## src/rtl/gen_ram_addr_ctrl_if.sv

```systemverilog
// Channel request/acknowledge/status bundle for gen_ram_addr_ctrl.
// The err_clr/ovf_err/udf_err signals exist only when GEN_RAM_ERR_STICKY_EN is defined.
interface gen_ram_addr_ctrl_if #(
    parameter int NCH = 3,
    parameter int AW  = 5
);
    logic [NCH-1:0]       wren;
    logic [NCH-1:0]       rden;
    logic [NCH*AW-1:0]    wradd;
    logic [NCH*AW-1:0]    rdadd;
    logic [NCH-1:0]       wr_ack;
    logic [NCH-1:0]       rd_ack;
    logic [NCH*(AW+1)-1:0] level;
    logic [NCH-1:0]       full;
    logic [NCH-1:0]       empty;
`ifdef GEN_RAM_ERR_STICKY_EN
    logic [NCH-1:0]       err_clr;
    logic [NCH-1:0]       ovf_err;
    logic [NCH-1:0]       udf_err;

    modport master (
        output wren, rden, err_clr,
        input  wradd, rdadd, wr_ack, rd_ack, level, full, empty, ovf_err, udf_err
    );
    modport slave (
        input  wren, rden, err_clr,
        output wradd, rdadd, wr_ack, rd_ack, level, full, empty, ovf_err, udf_err
    );
`else
    modport master (
        output wren, rden,
        input  wradd, rdadd, wr_ack, rd_ack, level, full, empty
    );
    modport slave (
        input  wren, rden,
        output wradd, rdadd, wr_ack, rd_ack, level, full, empty
    );
`endif
endinterface

```

## src/rtl/gen_ram_addr_ctrl.sv

```systemverilog
// Multi-channel circular-buffer address controller with per-channel pointers, level and full/empty.
// Define GEN_RAM_ERR_STICKY_EN to add sticky overflow/underflow error flags with per-channel clear.
module gen_ram_addr_ctrl #(
    parameter int NCH   = 3,
    parameter int AW    = 5,
    parameter int DEPTH = 32
) (
    input logic clk,
    input logic aclr,
    gen_ram_addr_ctrl_if.slave bus
);

    logic [NCH-1:0][AW-1:0] wrPtr_q, wrPtr_d;
    logic [NCH-1:0][AW-1:0] rdPtr_q, rdPtr_d;
    logic [NCH-1:0][AW:0]   level_q, level_d;
    logic [NCH-1:0]         full_q, full_d;
    logic [NCH-1:0]         empty_q, empty_d;
    logic [NCH-1:0]         wrAck, rdAck;
`ifdef GEN_RAM_ERR_STICKY_EN
    logic [NCH-1:0]         ovf_q, ovf_d;
    logic [NCH-1:0]         udf_q, udf_d;
`endif

    // Wrap at DEPTH, which need not be a power of two, so the increment is done one bit wider.
    function automatic logic [AW-1:0] advance(input logic [AW-1:0] ptr);
        logic [AW:0] wide;
        wide = {1'b0, ptr} + (AW+1)'(1);
        if (wide == (AW+1)'(DEPTH))
            return '0;
        return wide[AW-1:0];
    endfunction

    always_comb begin
        wrAck   = '0;
        rdAck   = '0;
        wrPtr_d = wrPtr_q;
        rdPtr_d = rdPtr_q;
        level_d = level_q;
        full_d  = full_q;
        empty_d = empty_q;
`ifdef GEN_RAM_ERR_STICKY_EN
        ovf_d   = ovf_q & ~bus.err_clr;
        udf_d   = udf_q & ~bus.err_clr;
`endif
        for (int i = 0; i < NCH; i++) begin
            // A full channel still takes a write when a read frees a slot in the same cycle.
            rdAck[i] = bus.rden[i] & ~empty_q[i] & ~aclr;
            wrAck[i] = bus.wren[i] & (~full_q[i] | rdAck[i]) & ~aclr;
            if (wrAck[i])
                wrPtr_d[i] = advance(wrPtr_q[i]);
            if (rdAck[i])
                rdPtr_d[i] = advance(rdPtr_q[i]);
            case ({wrAck[i], rdAck[i]})
                2'b10:   level_d[i] = level_q[i] + (AW+1)'(1);
                2'b01:   level_d[i] = level_q[i] - (AW+1)'(1);
                default: level_d[i] = level_q[i];
            endcase
            full_d[i]  = (level_d[i] == (AW+1)'(DEPTH));
            empty_d[i] = (level_d[i] == '0);
`ifdef GEN_RAM_ERR_STICKY_EN
            if (bus.wren[i] & ~wrAck[i])
                ovf_d[i] = 1'b1;
            if (bus.rden[i] & ~rdAck[i])
                udf_d[i] = 1'b1;
`endif
        end
    end

    always_ff @(posedge clk) begin
        if (aclr) begin
            wrPtr_q <= '0;
            rdPtr_q <= '0;
            level_q <= '0;
            full_q  <= '0;
            empty_q <= '1;
`ifdef GEN_RAM_ERR_STICKY_EN
            ovf_q   <= '0;
            udf_q   <= '0;
`endif
        end else begin
            wrPtr_q <= wrPtr_d;
            rdPtr_q <= rdPtr_d;
            level_q <= level_d;
            full_q  <= full_d;
            empty_q <= empty_d;
`ifdef GEN_RAM_ERR_STICKY_EN
            ovf_q   <= ovf_d;
            udf_q   <= udf_d;
`endif
        end
    end

    // Packed channel arrays flatten so that channel i lands at [i*W +: W].
    assign bus.wradd  = wrPtr_q;
    assign bus.rdadd  = rdPtr_q;
    assign bus.level  = level_q;
    assign bus.full   = full_q;
    assign bus.empty  = empty_q;
    assign bus.wr_ack = wrAck;
    assign bus.rd_ack = rdAck;
`ifdef GEN_RAM_ERR_STICKY_EN
    assign bus.ovf_err = ovf_q;
    assign bus.udf_err = udf_q;
`endif

endmodule

```

## src/flat_wrapper.sv

```systemverilog
// flat-port wrapper written by rule: the top's interface ports become plain ports
module gen_ram_addr_ctrl_flat 
#(
    parameter int NCH   = 3,
    parameter int AW    = 5,
    parameter int DEPTH = 32
)
  (clk, aclr, bus_wren, bus_rden, bus_wradd, bus_rdadd, bus_wr_ack, bus_rd_ack, bus_level, bus_full, bus_empty);
  gen_ram_addr_ctrl_if #(.NCH(NCH), .AW(AW)) bus_i ();
  input logic clk;
  input logic aclr;
  input wire logic [$bits(bus_i.wren)-1:0] bus_wren;
  input wire logic [$bits(bus_i.rden)-1:0] bus_rden;
  output wire logic [$bits(bus_i.wradd)-1:0] bus_wradd;
  output wire logic [$bits(bus_i.rdadd)-1:0] bus_rdadd;
  output wire logic [$bits(bus_i.wr_ack)-1:0] bus_wr_ack;
  output wire logic [$bits(bus_i.rd_ack)-1:0] bus_rd_ack;
  output wire logic [$bits(bus_i.level)-1:0] bus_level;
  output wire logic [$bits(bus_i.full)-1:0] bus_full;
  output wire logic [$bits(bus_i.empty)-1:0] bus_empty;
  assign bus_i.wren = bus_wren;
  assign bus_i.rden = bus_rden;
  assign bus_wradd = bus_i.wradd;
  assign bus_rdadd = bus_i.rdadd;
  assign bus_wr_ack = bus_i.wr_ack;
  assign bus_rd_ack = bus_i.rd_ack;
  assign bus_level = bus_i.level;
  assign bus_full = bus_i.full;
  assign bus_empty = bus_i.empty;
  gen_ram_addr_ctrl #(.NCH(NCH), .AW(AW), .DEPTH(DEPTH)) u_core (.clk(clk), .aclr(aclr), .bus(bus_i));
endmodule
```

## config.mk

```make
export PLATFORM = sky130hd
export DESIGN_NAME = gen_ram_addr_ctrl_flat
export DESIGN_NICKNAME = d
export VERILOG_FILES = /design/src/rtl/gen_ram_addr_ctrl_if.sv /design/src/rtl/gen_ram_addr_ctrl.sv /design/src/flat_wrapper.sv
export SDC_FILE = /design/constraint.sdc
export NUM_CORES = 1
export LEC_CHECK = 0
export ABC_AREA = 1
export BUFFER_PORTS_ARGS = -buffer_cell sky130_fd_sc_hd__buf_4
export CORE_ASPECT_RATIO = 1.5
export CORE_MARGIN = 1
export CORE_UTILIZATION = 40
export DETAILED_ROUTE_END_ITERATION = 8
export GPL_TIMING_DRIVEN = 1
export PLACE_DENSITY_LB_ADDON = 0.05
export SLEW_MARGIN = 30
export SYNTH_ARGS = -nofsm -noshare
export SYNTH_HDL_FRONTEND = slang
export SYNTH_SLANG_ARGS = --single-unit
export TNS_END_PERCENT = 100
```

## constraint.sdc

```tcl
create_clock -name clk -period 4.01 [get_ports clk]
set_clock_uncertainty 0.1 [all_clocks]
set_input_delay 0.6015 -clock clk [delete_from_list [all_inputs] [get_ports clk]]
set_output_delay 0.6015 -clock clk [all_outputs]
set_load 0.02 [all_outputs]
```

* Word level (Yosys, flattened, before mapping)
Cells that the tools add are included.
** Cells by class
- Bitwise logic cells :: 22
- $add $sub $neg :: 12
- Mux-type cells :: 27
- Equal/unequal tests :: 15
- Reductions and logical operators :: 3
** Operators with widths (number)
- 2-to-1 mux 5 bit :: 12
- equality test 6 bit, second input constant :: 9
- adder 5 x 1 -> 6 bit, second input constant :: 6
- one-hot mux 6 bit (2 select lines) :: 3
- adder 6 x 1 -> 6 bit, second input constant :: 3
- logical NOT 6 bit :: 3
- subtractor 6 x 1 -> 6 bit, second input constant :: 3
- bitwise AND 1 bit :: 12
- 2-to-1 mux 1 bit :: 12
- NOT 1 bit :: 7
- equality test 2 x 1 -> 1 bit, second input constant :: 3
- equality test 2 bit, second input constant :: 3
- OR 1 bit :: 3
** Word-level totals
- Input bits :: 8
- Flip-flop bits (word level) :: 54
- Logic and storage cells :: 90
- Output and inout bits :: 60

* Logic depth before layout (Yosys ltp)
- Word-level depth :: 9
- Gate-level depth with buffers :: 19
- Gate-level depth less buffers :: 19

* Least setup slack after synthesis
OpenSTA, ideal clock, no wires.
- Kind :: input port to flip-flop
- Start point :: in bus_rden[2]
- End point :: reg u_core.full_q[2] (netlist: u_core.bus.full[2])
- Data arrival time :: 2.641 ns
- Stages :: 17
- Buffers on the path :: 0
- Data required time :: 3.796 ns
- Library setup time :: 0.114 ns
- Setup slack :: 1.155 ns
- Cells stage by stage :: inv_1 > nor3_4 > inv_2 > nand2_2 > nand2_4 > nor2_8 > inv_1 > ha_1 > inv_1 > fa_1 > nand2_1 > o21ai_1 > nand2_1 > nor2_1 > nand3_1 > nor2_1 > nor2b_1
** On the way
- Word-level cells in the longest chain between the ends :: 8
- Elaborated cells on any way between the ends :: 9
- Classes of those cells :: eq/ne (3); mux (1); bitwise (5)
** RTL lines
- start, declared :: line flat_wrapper.sv:13 : input wire logic [$bits(bus_i.rden)-1:0] bus_rden;
- bitwise AND 1 bit * (2 in a row) :: line gen_ram_addr_ctrl.sv:47 : rdAck[i] = bus.rden[i] & ~empty_q[i] & ~aclr;
- net bus_rd_ack[2] :: line flat_wrapper.sv:17 : output wire logic [$bits(bus_i.rd_ack)-1:0] bus_rd_ack;
- OR 1 bit * :: line gen_ram_addr_ctrl.sv:48 : wrAck[i] = bus.wren[i] & (~full_q[i] | rdAck[i]) & ~aclr;
- bitwise AND 1 bit * (2 in a row) :: line gen_ram_addr_ctrl.sv:48
- net bus_wr_ack[2] :: line flat_wrapper.sv:16 : output wire logic [$bits(bus_i.wr_ack)-1:0] bus_wr_ack;
- equality test 2 x 1 -> 1 bit or equality test 2 bit (tied branches) :: line gen_ram_addr_ctrl.sv:53 : case ({wrAck[i], rdAck[i]})
- one-hot mux 6 bit (2 select lines) * :: line gen_ram_addr_ctrl.sv:53
- equality test 6 bit * :: line gen_ram_addr_ctrl.sv:58 : full_d[i] = (level_d[i] == (AW+1)'(DEPTH));
- end signal, assigned :: line gen_ram_addr_ctrl.sv:84 : full_q <= full_d;
- end, declared :: line gen_ram_addr_ctrl.sv:16 : logic [NCH-1:0] full_q, full_d;
Mark *: on every way through the listed nets, which the timed path passes. The rest lies on a longest branch.
A chain may end at the register's enable or synchronous reset.

* Worst setup path after layout
- Start point :: in aclr
- End point :: reg u_core.empty_q[1] (netlist: u_core.bus.empty[1])
** On the way
- Word-level cells in the longest chain between the ends :: 8
- Elaborated cells on any way between the ends :: 9
- Classes of those cells :: eq/ne (2); mux (1); bitwise (5); reduce/logical (1)
** RTL lines
- start, declared :: line flat_wrapper.sv:11 : input logic aclr;
- NOT 1 bit :: line gen_ram_addr_ctrl.sv:47, gen_ram_addr_ctrl.sv:48
- bitwise AND 1 bit :: line gen_ram_addr_ctrl.sv:47
- OR 1 bit :: line gen_ram_addr_ctrl.sv:48
- bitwise AND 1 bit (2 in a row) :: line gen_ram_addr_ctrl.sv:48
- equality test 2 x 1 -> 1 bit or equality test 2 bit (tied branches) :: line gen_ram_addr_ctrl.sv:53
- one-hot mux 6 bit (2 select lines) :: line gen_ram_addr_ctrl.sv:53
- logical NOT 6 bit :: line gen_ram_addr_ctrl.sv:59 : empty_d[i] = (level_d[i] == '0);
- end signal, assigned :: line gen_ram_addr_ctrl.sv:85 : empty_q <= empty_d;
- end, declared :: line gen_ram_addr_ctrl.sv:17 : logic [NCH-1:0] empty_q, empty_d;
Several ways; a longest one is shown, not always the timed one.

==> results.md <==
Setup path:
- The kind of launch point of the worst setup path is an input pin.
- The start point of the critical path is aclr.
- The startpoint identified for the worst register-to-register timing path is u_core.bus.empty[2].
- By startpoint and endpoint, the worst setup path is classified as input pin to register.
- The arrival time at the worst endpoint is 3.17 ns.
- The delay of the slowest cell on the worst path is 0.48 ns.
- The endpoint identified for the worst register-to-register timing path is u_core.bus.empty[2].
- The minimum setup slack among reg-to-reg paths is 1.24 ns.
- Traced cell by cell, the critical path runs through buf_4, inv_2, nand2_4, a21boi_4, nand2_2, ha_1, inv_1, fa_1, nand2_1, o21ai_2, nand2_1, nor2_1, nand3_1, nor2_1, nor2_1, nor2_1.
- The worst register-to-register path has a depth of 17.
- Along the worst path, the maximum fanout reaches 40.
- The worst setup path is captured at a register.
- The most critical setup path has its endpoint at u_core.bus.empty[1].
- The critical path's slowest cell is sky130_fd_sc_hd__fa_1.
- The most numerous cell on the critical path is sky130_fd_sc_hd__nor2_1.
- At the worst endpoint, the required time is 4.15 ns.

Pwr:
- In this run switching power makes up 34.1% of total power.
- The internal power of the cells totals roughly 0.95 mW.
- Per report_power, the sequential group accounts for 44.1% of the total.
- The power spent charging and discharging nets is 0.493 mW.
- Of the total power, combinational logic draws 31.5%.
- For this design the static power due to leakage is approximately 1.9 nW.
- The worst voltage drop across the vdd grid is 0.000198 V.
- The clock network is responsible for around 25% of the overall power.
- Dividing total power by cell area gives a power density of about 390 mW/mm^2.

Clock tree:
- The number of hold buffers added after CTS was 0.
- The number of gates resized after CTS is 0.
- In this run the deepest clock path goes through 2 buffers.
- TritonCTS built the clock tree.
- After clock tree synthesis, the clock-pin slew on the worst setup and hold paths is 0.09 ns.
- After clock tree synthesis, the setup repair step added 0 buffers.
- Buffers inserted during clock tree synthesis total 5.
- The maximum level of the CTS H-tree is 2.
- The source-to-sink clock delay at the later pin of the worst-skew pair is 0.30 ns.
- The tree is rooted in a sky130_fd_sc_hd__clkbuf_8.
- For this design, the sink count on the clock tree is 54.

Routing:
- The post-detailed-route count of antenna-violating nets is 0.
- Before antenna repair, the detailed router went through 4 iterations.
- Summing over every cut layer, the via total after detailed routing is ~2.9k.
- After detailed routing, the average wire length per cell comes to 11.1 um.
- In the routed layout, each cell is associated on average with a via count of 4.86.
- The count of routing violations after the opening detailed-route iteration is 93.
- In the routed design, unresolved DRC markers number 0.
- The total wire length is 6.58 mm.

Global routing:
- The number of antenna violations at the first check in global routing is 0.
- The overall fraction of global-route tracks in use is 17.0%.
- The pin count of the biggest net entering global routing is 41.
- The wire length of the first global-routing pass is roughly 11 mm.
- The via count of the first global-routing pass came to 2461.
- After global routing the overflow that remains totals 0.

Final layout:
- The net count of the finished layout is 522.
- The storage element area is around 0.0011 mm^2.
- The post-route core utilization is 51.4%.
- The most common cell after layout, fill and taps aside is sky130_fd_sc_hd__nand2_1.
- The repair_antennas step left the layout with diodes totalling 0.
- The number of fill cells in the layout is 747.
- The area overhead of the layout relative to synthesis is 23.5%.
- In the layout the commonest cells are 90 x sky130_fd_sc_hd__nand2_1, 67 x sky130_fd_sc_hd__buf_4, 58 x sky130_fd_sc_hd__inv_1.
- The area occupied by multi-input gates is 0.00170 mm^2.
- Cells with a size suffix above 1 make up a little under a fifth of the layout.

Placed design:
- OpenSTA, run right after detailed placement, puts the worst setup slack at between 0.6 and 0.7 ns.
- Summed over all nets, the half-perimeter wirelength after detailed placement is 5.13 mm.
- In this run the tool buffered the top-level ports with 67 buffer cells.
- At the end of routability-driven placement, the weighted congestion stood at 0.843.

STA:
- At the pin with the least slew margin, the transition time is 0.488 ns.
- Across all setup checks in the final design, the least slack found is 0.974 ns.
- The achievable frequency is 329 MHz.
- The count of pins over their slew limit was 0.
- Hold timing on the final database bottoms out at a slack of around 0.4 ns.
- The setup total negative slack is 0 ns.
- The worst slew margin relative to its limit is 67.5%.
- Setup repair after global routing left no endpoint under its margin.
- Setup violations remaining at the end of the flow were counted as 0.
- The post-layout minimum cycle time is approximately 3.0 ns.
- The final period utilization is ~76%.
- The total count of hold-check failures in the final report is 0.

Hold path:
- The path category of the worst min-delay check is register to register.

Synthesis:
- The yosys synthesis warning count is 0.
- Counting every net in the synthesized netlist gives 453.
- Synthesis inferred 54 register bits.
- Synthesis handed over a netlist of 421 instances.
- The post-synthesis cell type count is 35.
- The post-synthesis sequential area ratio is 35.7%.
- A synthesized cell averages 7.20 um^2.
- The total standard cell area after synthesis is 0.00303 mm^2.

Run status:
- The run finished with clean final reports.

Floorplanning:
- The initial cell density of the core is 41.7%.
- The die is 109 um tall.
- Pin placement for this block handled 68 I/O pins.
- The floorplan step defined a die boundary enclosing 0.00794 mm^2.
- The floorplan step defined a core boundary enclosing 0.00727 mm^2.
- The number of placement rows is 38.
- The chip width is 73.1 um.

Run:
- The number of max-cap violations is 0.
[worst max-delay path, delay by kind of cell]
family | cells | cell delay (ns)
and+or+nand+nor | 9 | 0.85
adders and majority gates | 2 | 0.78
buffers and inverters | 3 | 0.75
AOI/OAI and AO/OA | 2 | 0.16
[power groups by stage]
stage / logic [mW] / clock network, mW / registers (mW)
finish: 0.454 / 0.353 / 0.636
global route: 0.507 / 0.395 / 0.645
CTS: 0.459 / 0.371 / 0.638
detailed placement: 0.457 / 0 / 0.650
global placement: 0.455 / 0 / 0.651
floorplan: 0.259 / 0 / 0.697
[area by class of cell]
cell class,instances,area share (%)
clock buffers,7,2.04
clock inverters,1,0.802
repair buffers,67,13.4
inverters,61,6.15
multi-input cells,301,45.3
well taps,100,3.34
flip-flops and latches,54,28.9
[registers in the layout, summed over array words and instances (netlist names)]
register          count
u_core.bus.rdadd     15
u_core.bus.full       3
u_core.bus.wradd     15
u_core.bus.level     18
u_core.bus.empty      3
[Yosys cell counts, drive strengths merged]
cell type / n / area share [%]
nand2: 95 / 13
inv: 60 / 7.4
dfxtp: 54 / 36
nand3: 49 / 8.1
a21oi: 45 / 7.6
nor2: 37 / 5.3
ha: 21 / 8.7
o21ai: 19 / 3.4
xnor2: 5 / 1.4
xor2: 4 / 1.2
buf: 3 / 0.50
fa: 3 / 2.0
nand3b: 3 / 0.74
nand4: 3 / 0.62
o21a: 3 / 0.74
or2: 3 / 0.62
a31oi: 2 / 0.41
clkbuf: 2 / 0.25
nor3: 2 / 0.70
o21bai: 2 / 0.50
o31ai: 2 / 0.50
a21boi: 1 / 0.62
clkinv: 1 / 0.16
nor2b: 1 / 0.21
o211ai: 1 / 0.25
[kinds of logic after synthesis]
group,after synthesis,synth area share [%]
buf+inv,66,8.34
compound gates,75,14.0
fa+ha+maj,24,10.7
simple gates,193,28.8
flops,54,35.7
xor+xnor,9,2.60
[worst min path at each step]
stage                                   start  slack (ns)  cells after the start             endpoint
after detailed placement  u_core.bus.rdadd[3]        0.38                      2  u_core.bus.rdadd[3]
after CTS                 u_core.bus.rdadd[3]        0.40                      2  u_core.bus.rdadd[3]
final                     u_core.bus.rdadd[3]        0.40                      2  u_core.bus.rdadd[3]
after global routing      u_core.bus.rdadd[3]        0.42                      2  u_core.bus.rdadd[3]
after global placement    u_core.bus.rdadd[3]        0.39                      2  u_core.bus.rdadd[3]
after floorplan           u_core.bus.rdadd[3]        0.45                      2  u_core.bus.rdadd[3]
[per-stage QoR]
stage,area (um^2),cells,power (mW)
final,3740,591,1.44
after global routing,3740,591,1.55
after CTS,3740,591,1.47
after detailed placement,3640,583,1.11
after floorplan,3030,421,0.956
after global placement,3640,583,1.11
[layer usage]
| metal | up-vias | GRT usage, % | part of all wire (%) |
|---|---|---|---|
| li1 | 1520 | - | - |
| met1 | 1285 | 21.8 | 45 |
| met2 | 60 | 28.4 | 50 |
| met3 | 10 | 2.80 | 3.5 |
| met4 | 0 | 5.88 | 1.6 |
| met5 | - | 0 | 0 |
Note: power is estimated with default switching activity, not from simulation.
